$ cat src/rtl/serdes_phase_ctrl.sv
// serdes_phase_ctrl: histogram phase acquisition and windowed drift tracking
// for the pin_capt oversampling front end (clk300 domain).
module serdes_phase_ctrl #(
    parameter int SEARCH_EDGES = 16,
    parameter int DRIFT_WIN    = 8,
    parameter int STEP_THR     = 4,
    parameter int LOCK_WINDOWS = 4,
    parameter int LOSS_TIMEOUT = 64
) (
    input  logic       clk300,
    input  logic       rst,
    input  logic       en,
    input  logic       str,
    input  logic [2:0] ptime,
    output logic [2:0] sel_phase,
    output logic       sel_valid,
    output logic       lock,
    output logic       phase_step,
    output logic [2:0] state,
    output logic [7:0] err_cnt
);
    typedef enum logic [2:0] {IDLE = 3'd0, SEARCH = 3'd1, DECIDE = 3'd2, TRACK = 3'd3, LOCKED = 3'd4} st_t;
    localparam int BW = $clog2(SEARCH_EDGES + 1);
    localparam int AW = $clog2(DRIFT_WIN) + 4;
    localparam int WW = $clog2(DRIFT_WIN);
    localparam int QW = $clog2(LOCK_WINDOWS + 1);
    localparam int TW = $clog2(LOSS_TIMEOUT);
    localparam logic signed [AW-1:0] STEP_P = AW'(STEP_THR);
    localparam logic signed [AW-1:0] STEP_N = AW'(-STEP_THR);
    localparam logic signed [AW-1:0] LOSS_P = AW'(3 * DRIFT_WIN);
    localparam logic signed [AW-1:0] LOSS_N = AW'(-3 * DRIFT_WIN);
    st_t cur, nxt;
    logic [BW-1:0] bin [8];
    logic [BW-1:0] ecnt, best_c;
    logic [WW-1:0] wcnt;
    logic [QW-1:0] quiet;
    logic [TW-1:0] tcnt;
    logic signed [AW-1:0] acc, a_val;
    logic [2:0] e, best;
    logic trk, close, loss, tmo, up, dn;
    assign state     = cur;
    assign sel_valid = trk;
    assign lock      = cur == LOCKED;
    always_comb begin
        trk   = cur == TRACK || cur == LOCKED;
        e     = ptime - (sel_phase + 3'd4);
        a_val = acc + {{(AW-3){e[2]}}, e};
        close = trk && str && wcnt == WW'(DRIFT_WIN - 1);
        loss  = close && (a_val >= LOSS_P || a_val <= LOSS_N);
        up    = close && !loss && a_val >= STEP_P;
        dn    = close && !loss && a_val <= STEP_N;
        tmo   = trk && !str && tcnt == TW'(LOSS_TIMEOUT - 1);
        best   = 3'd0;
        best_c = bin[0];
        for (int i = 1; i < 8; i++)
            if (bin[i] > best_c) begin
                best_c = bin[i];
                best   = 3'(i);
            end
        nxt = cur;
        if (!en) nxt = IDLE;
        else if (cur == IDLE) nxt = SEARCH;
        else if (cur == SEARCH) nxt = (str && ecnt == BW'(SEARCH_EDGES - 1)) ? DECIDE : SEARCH;
        else if (cur == DECIDE) nxt = TRACK;
        else if (loss || tmo) nxt = SEARCH;
        else if (cur == TRACK && close && !up && !dn && quiet == QW'(LOCK_WINDOWS - 1)) nxt = LOCKED;
    end
    always_ff @(posedge clk300 or posedge rst) begin
        if (rst) begin
            cur        <= IDLE;
            sel_phase  <= 3'd0;
            phase_step <= 1'b0;
            err_cnt    <= 8'd0;
            ecnt       <= '0;
            wcnt       <= '0;
            quiet      <= '0;
            tcnt       <= '0;
            acc        <= '0;
            for (int i = 0; i < 8; i++) bin[i] <= '0;
        end else begin
            cur        <= nxt;
            phase_step <= en && (up || dn);
            if (loss || tmo) err_cnt <= (err_cnt == 8'hff) ? err_cnt : err_cnt + 8'd1;
            if (en && cur == DECIDE) sel_phase <= best + 3'd4;
            else if (en && up) sel_phase <= sel_phase + 3'd1;
            else if (en && dn) sel_phase <= sel_phase - 3'd1;
            if (!en || cur == DECIDE)
                for (int i = 0; i < 8; i++) bin[i] <= '0;
            else if (cur == SEARCH && str)
                bin[ptime] <= bin[ptime] + BW'(1);
            ecnt <= (en && cur == SEARCH) ? (str ? ecnt + BW'(1) : ecnt) : '0;
            // Tracking state restarts whenever we are not tracking or just lost the link
            if (!en || !trk || loss || tmo) begin
                acc   <= '0;
                wcnt  <= '0;
                quiet <= '0;
                tcnt  <= '0;
            end else begin
                tcnt <= str ? '0 : tcnt + TW'(1);
                if (close) begin
                    acc   <= '0;
                    wcnt  <= '0;
                    quiet <= (up || dn) ? '0 : (quiet == QW'(LOCK_WINDOWS)) ? quiet : quiet + QW'(1);
                end else if (str) begin
                    acc  <= a_val;
                    wcnt <= wcnt + WW'(1);
                end
            end
        end
    end
endmodule

$ cat config.mk
export PLATFORM = sky130hd
export DESIGN_NAME = serdes_phase_ctrl
export DESIGN_NICKNAME = d
export VERILOG_FILES = /design/src/rtl/serdes_phase_ctrl.sv
export SDC_FILE = /design/constraint.sdc
export NUM_CORES = 1
export LEC_CHECK = 0
export CAP_MARGIN = 15
export CORE_MARGIN = 5
export CORE_UTILIZATION = 60
export CTS_CLUSTER_DIAMETER = 60
export DETAILED_ROUTE_END_ITERATION = 8
export PLACE_DENSITY = 0.79
export RECOVER_POWER = 50
export SLEW_MARGIN = 0
export SYNTH_ARGS = -nofsm -noshare
export SYNTH_HDL_FRONTEND = slang
export SYNTH_SLANG_ARGS = --single-unit
$ cat constraint.sdc
create_clock -name clk300 -period 11.5 [get_ports clk300]
set_input_delay 2.3 -clock clk300 [delete_from_list [all_inputs] [get_ports clk300]]
set_output_delay 2.3 -clock clk300 [all_outputs]
set_load 0.03 [all_outputs]
==> impl_metrics.toml, run 1 <==
[timing]
fin_crit_sh = 0.934
fin_crit_ns = 10.74
worst_pin_slew_ns = 4.14
finalSetupViolations = 0
slew_viol_final = 80
slew_headroom = -1.76
tns_ns = 0
grt_setup_unrepaired = "false"
layout_setup_ws_ns = 0.758
timing_hold_violations_final = 0
maxClockFrequency_ghz = 0.0931
worst_clock_skew_ns = 0.0144

[detailed_routing]
wl_per_cell_um = 18.1
drc_errors = 0
viasPerCell = 6.39
drt_pre_antenna_iters = 5
drt_iter0_markers = 355
wl_um = 14300
num_vias = 5038
ant_nets = 0

[critical_path]
cp_data_arrival_time_ns = 10.99
reg2regPathDepth = 56
cpMostUsedCell = "o21a_1"
critPathKind = "register to register"
crit_required_ns = 11.75
end_kind = "register"
critPathMaxFanout = 13
startpoint_type = "register"
cp_slowest_cell = "dfrtp_1"
critical-path-max-stage-delay_ns = 0.43

[yosys]
synth_top_family_by_area = "compound AO/OA/AOI/OAI gates"
ys.flop_type = "dfrtp_1"
yosys_warnings = 0
ys_seq_elements = 79
synth_cells = 633
synth_adder_area_share = 0.125
syn_avg_cell_area_um2 = 9.07
synth_compound_area_frac = 0.219
async_flop_share = 1.00
synth-xor-area-share = 0.0423
synth_mux_area_frac = 0.0549
syn-num-nets = 696
seq_area_frac_synth = 0.344
yosys.area.top_type = "dfrtp_1"
synthSimpleGateAreaFrac = 0.176
synth_edf_count = 0
synth.top_cells.by_area = "dfrtp_1, ha_1, nand2_1"
synthDistinctLibCells = 63
synth_area_um2 = 5740
synth_top_area_frac = 0.344

[placed_design]
routabilityCongestion = 0.956
place_ws_ns = 0.318
dp_cells = 770
dp_hpwl_um = 11000
port_buffers = 23

[cts]
root_buffer = "clkbuf_8"
cts_sinks = 79
cts_buffers = 9
clk_latency_ns = 0.35
cts_buffer_depth = 2
htree_levels = 3
holdBufCountCts = 0
cts_tree = "built"
clkTransAtPathRegs_ns = 0.09

[die]
coreArea_um2 = 9280
rows = 35
die_w_um = 108
die-area_um2 = 11600
start_util = 0.619
ios = 24
die_y_um = 108

[min_path]
worstHoldPathCells = 1
min_path_type = "register to register"

[grt]
antenna_found_initial = 0
grt_usage = 0.260
grt_remaining_overflow = 0
grt_max_degree = 80
grt_pass1_vias = 5045
grt_pass1_wl_um = 24200

[final_layout]
fin_util = 0.679
regArea_um2 = 1980
finalNonFillerCells = 788
final_cell_mix = "dfrtp_1, nand2_1, nor2_1"
layout_commonest_cell = "dfrtp_1"
multi_input_area_um2 = 3570
syn2layout_area_growth_pct = 9.69
diodes = 0
fill_cells = 768
final_nets = 717
drive_above_1_share = 0.0713

[power_and_ir_drop]
p_per_area_nw_per_um2 = 125
finalPower_uw = 786
p_leak_nw = 2.77
peakVddDrop_v = 0.000104

[outcome]
status = "complete, but fails checks"
failed_checks = "max-capacitance violations, max-slew violations"

[run]
drv_cap = 1
area by class of cell:
type | instances | share of cell area
clock inverters | 7 | 0.00775
well taps | 129 | 0.0256
inverters | 36 | 0.0218
clock buffers | 9 | 0.0197
flip-flops and latches | 79 | 0.314
repair buffers | 30 | 0.0443
multi-input cells | 498 | 0.567
synthesized netlist by cell type (3+ instances only):
| cell type | number |
|---|---|
| clkbuf_1 | 11 |
| a211oi_1 | 4 |
| buf_2 | 7 |
| nand2b_1 | 7 |
| mux2i_1 | 15 |
| nor3_1 | 10 |
| o21ai_0 | 33 |
| o32a_1 | 4 |
| a22oi_1 | 7 |
| nor2b_1 | 11 |
| nand3_1 | 18 |
| a31oi_1 | 16 |
| xnor2_1 | 15 |
| and2_1 | 5 |
| dfrtp_1 | 79 |
| nor3b_1 | 5 |
| a21oi_1 | 31 |
| and3_1 | 11 |
| inv_1 | 35 |
| xor2_1 | 10 |
| mux2_2 | 6 |
| a22o_1 | 27 |
| nand4_1 | 9 |
| a21o_1 | 3 |
| o22ai_1 | 11 |
| nand2_1 | 67 |
| nand3b_1 | 3 |
| ha_1 | 54 |
| nor2_1 | 57 |
| o21a_1 | 15 |
| o211ai_1 | 4 |
worst max-delay path, delay by kind of cell, from the launching register on:
kind	cells	cell delay [ns]
AO/OA/AOI/OAI	26	4.70
adder cells (fa/ha/maj)	7	1.95
buffers and inverters	5	0.76
flip-flops	1	0.43
multiplexers	3	0.78
AND/OR/NAND/NOR	15	2.00
power by group:
part | internal, mW | switching (mW) | leakage, nW
Combinational | 0.137 | 0.183 | 1.59
Sequential | 0.279 | 0.00258 | 1.10
Clock | 0.0787 | 0.106 | 0.0894
through the flow:
stage | area (µm²) | hold slack, ns
after global routing | 6300 | 0.507
after floorplan | 5740 | 0.433
after global placement | 6080 | 0.451
final | 6300 | 0.480
after detailed placement | 6080 | 0.472
after CTS | 6250 | 0.483
what timing repair did:
item	CTS	global route
endpoints found under the setup margin	0	3
gates resized for setup	0	7
buffers inserted	0	2
path summary, 6_finish.rpt:
| path | startpoint | end | slack [ns] |
|---|---|---|---|
| setup / recovery | bin[31] | sel_phase[1] | 0.76 |
| max in group asynchronous | rst | bin[16] | 5.14 |
| setup reg to reg | bin[31] | sel_phase[1] | 0.76 |
| min in group asynchronous | rst | bin[36] | 4.05 |
| hold / removal | tcnt[0] | tcnt[0] | 0.48 |
| hold reg to reg | tcnt[0] | tcnt[0] | 0.48 |
logic make-up after synthesis:
logic type,count (synthesis)
xor gates and xnor gates,26
muxes,25
DFF,79
and+or+nand+nor,212
AOI/OAI and AO/OA,179
buffers and inverters,56
adders and majority gates,56
per-layer routing:
| metal | track usage | wire length, µm | share of wire |
|---|---|---|---|
| met5 | 0 | 0 | 0 |
| met4 | 0.0893 | 335 | 0.023 |
| met3 | 0.0444 | 808 | 0.057 |
| met2 | 0.445 | 7070 | 0.50 |
| met1 | 0.330 | 6050 | 0.42 |
sequential cells by signal, indices dropped and copies added, names as in the netlist:
name / count
wcnt: 3
ecnt: 5
phase_step: 1
sel_phase: 3
acc: 7
bin: 40
quiet: 3
state: 3
tcnt: 6
err_cnt: 8
Power figures use the tool's default switching activity.
==> inputs of run 2 (changes only) <==
--- a/config.mk
+++ b/config.mk
@@ -6,12 +6,13 @@
 export NUM_CORES = 1
 export LEC_CHECK = 0
 export CAP_MARGIN = 15
-export CORE_MARGIN = 5
 export CORE_UTILIZATION = 60
 export CTS_CLUSTER_DIAMETER = 60
 export DETAILED_ROUTE_END_ITERATION = 8
 export PLACE_DENSITY = 0.79
 export RECOVER_POWER = 50
+export REMOVE_ABC_BUFFERS = 1
+export SKIP_LAST_GASP = 1
 export SLEW_MARGIN = 0
 export SYNTH_ARGS = -nofsm -noshare
 export SYNTH_HDL_FRONTEND = slang
==> run 2 against run 1 <==
The run still ends with max-capacitance violations, max-slew violations left. Wire length is 0.60% higher. Critical path depth is 1 higher. Sequential power hardly changed. Global-route usage is 4.2 points higher. Cell count is 0.13% higher. Register-to-register slack worse by 0.06 ns. First-iteration DRC count is 10% higher. Power is 6.3% higher. Non-clock buffer count is 1 higher. Combinational power is 2% higher. Largest cell class unchanged.
==> impl_metrics.toml, run 2 (same netlist as run 1, synthesis figures left out) <==
[final_layout]
reg_top3 = "bin: 40 flops, err_cnt: 8 flops, acc: 7 flops"
top_register = "bin"
syn2layout_area_growth_pct = 10.5
diodes = 0
fin_util = 0.687
largest_reg_flops = 40
layout_commonest_cell = "dfrtp_1"
fin_area_um2 = 6350
final_nets = 718
final_cell_mix = "dfrtp_1, nand2_1, nor2_1"
drive_above_1_share = 0.0697
finalNonFillerCells = 789

[cts]
cts_buffer_depth = 2
cts_buffers = 9
root_buffer = "clkbuf_8"
cts_tree = "built"
htree_levels = 3
holdBufCountCts = 0
clk_latency_ns = 0.36
clkTransAtPathRegs_ns = 0.10
cts_sinks = 79

[detailed_routing]
drt_pre_antenna_iters = 5
num_vias = 5104
wl_per_cell_um = 18.2
ant_nets = 0
drc_errors = 0
viasPerCell = 6.47
wl_um = 14400
drt_iter0_markers = 391

[timing]
tns_ns = 0
fin_crit_ns = 10.80
maxClockFrequency_ghz = 0.0926
fin_crit_sh = 0.939
slew_headroom = -1.73
slew_viol_final = 80
timing_hold_violations_final = 0
holdWs_ns = 0.464
grt_setup_unrepaired = "false"
layout_setup_ws_ns = 0.701
worst_pin_slew_ns = 4.10
finalSetupViolations = 0
worst_clock_skew_ns = 0.0186

[min_path]
min_path_type = "register to register"

[critical_path]
cp_slowest_cell = "dfrtp_1"
cpMostUsedCell = "o21a_1"
critPathMaxFanout = 13
crit_required_ns = 11.75
startpoint_type = "register"
critical-path-max-stage-delay_ns = 0.42
cp_data_arrival_time_ns = 11.05
critPathKind = "register to register"
end_kind = "register"

[die]
die-area_um2 = 9970
start_util = 0.622
die_y_um = 99.8
coreArea_um2 = 9240
rows = 35
ios = 24
die_w_um = 99.8

[placed_design]
place_area_um2 = 6090
place_ws_ns = 0.424
dp_hpwl_um = 10800
dp_cells = 771
routabilityCongestion = 0.953
port_buffers = 23

[grt]
grt_pass1_wl_um = 23500
antenna_found_initial = 0
grt_usage = 0.302
grt_max_degree = 80
grt_pass1_vias = 4819
grt_remaining_overflow = 0

[power_and_ir_drop]
finalPower_uw = 836
p_leak_nw = 2.81
p_per_area_nw_per_um2 = 132
peakVddDrop_v = 0.0000703

[outcome]
status = "complete, but fails checks"
failed_checks = "max-capacitance violations, max-slew violations"

[run]
drv_cap = 1
-- run 2: layer usage --
metal  global-route usage  share of wire  up-vias
met5                    0              0        -
met1                0.408           0.42     2459
li1                     -              -     2374
met2                0.501           0.48      227
met4                0.111          0.032        0
met3               0.0383          0.068       44
-- run 2: worst max-delay path: cells and delay by family (launching register included) --
kind                       cells  cell delay (ns)
AOI/OAI and AO/OA             25             4.72
muxes                          3             0.76
and+or+nand+nor               15             1.86
DFF                            1             0.42
adders and majority gates      7             1.90
buffers and inverters          7             1.00
-- run 2: power by group --
part	switching, mW	leakage, nW	internal, mW
Combinational	0.187	1.59	0.141
Clock	0.117	0.113	0.108
Sequential	0.00273	1.10	0.279
-- run 2: path summary, 6_finish.rpt --
kind / cells past startpoint / start / slack [ns] / end
min in group asynchronous: 3 / rst / 4.01 / err_cnt[4]
setup / recovery: 57 / bin[36] / 0.70 / sel_phase[1]
max in group asynchronous: 3 / rst / 5.20 / bin[18]
hold reg to reg: 1 / tcnt[0] / 0.46 / tcnt[0]
setup reg to reg: 57 / bin[36] / 0.70 / sel_phase[1]
hold / removal: 1 / tcnt[0] / 0.46 / tcnt[0]
-- run 2: area by class of cell --
cell class / count / area (µm²)
Clock buffer: 9 / 124
Clock inverter: 7 / 97.6
Fill cell: 752 / 2890
Inverter: 36 / 138
Multi-Input combinational cell: 498 / 3560
Sequential cell: 79 / 1980
Tap cell: 129 / 161
Timing Repair Buffer: 31 / 287
-- run 2: timing repair --
item,CTS,global route
buffers inserted,0,2
resized for setup,0,5
setup endpoints to repair,0,3
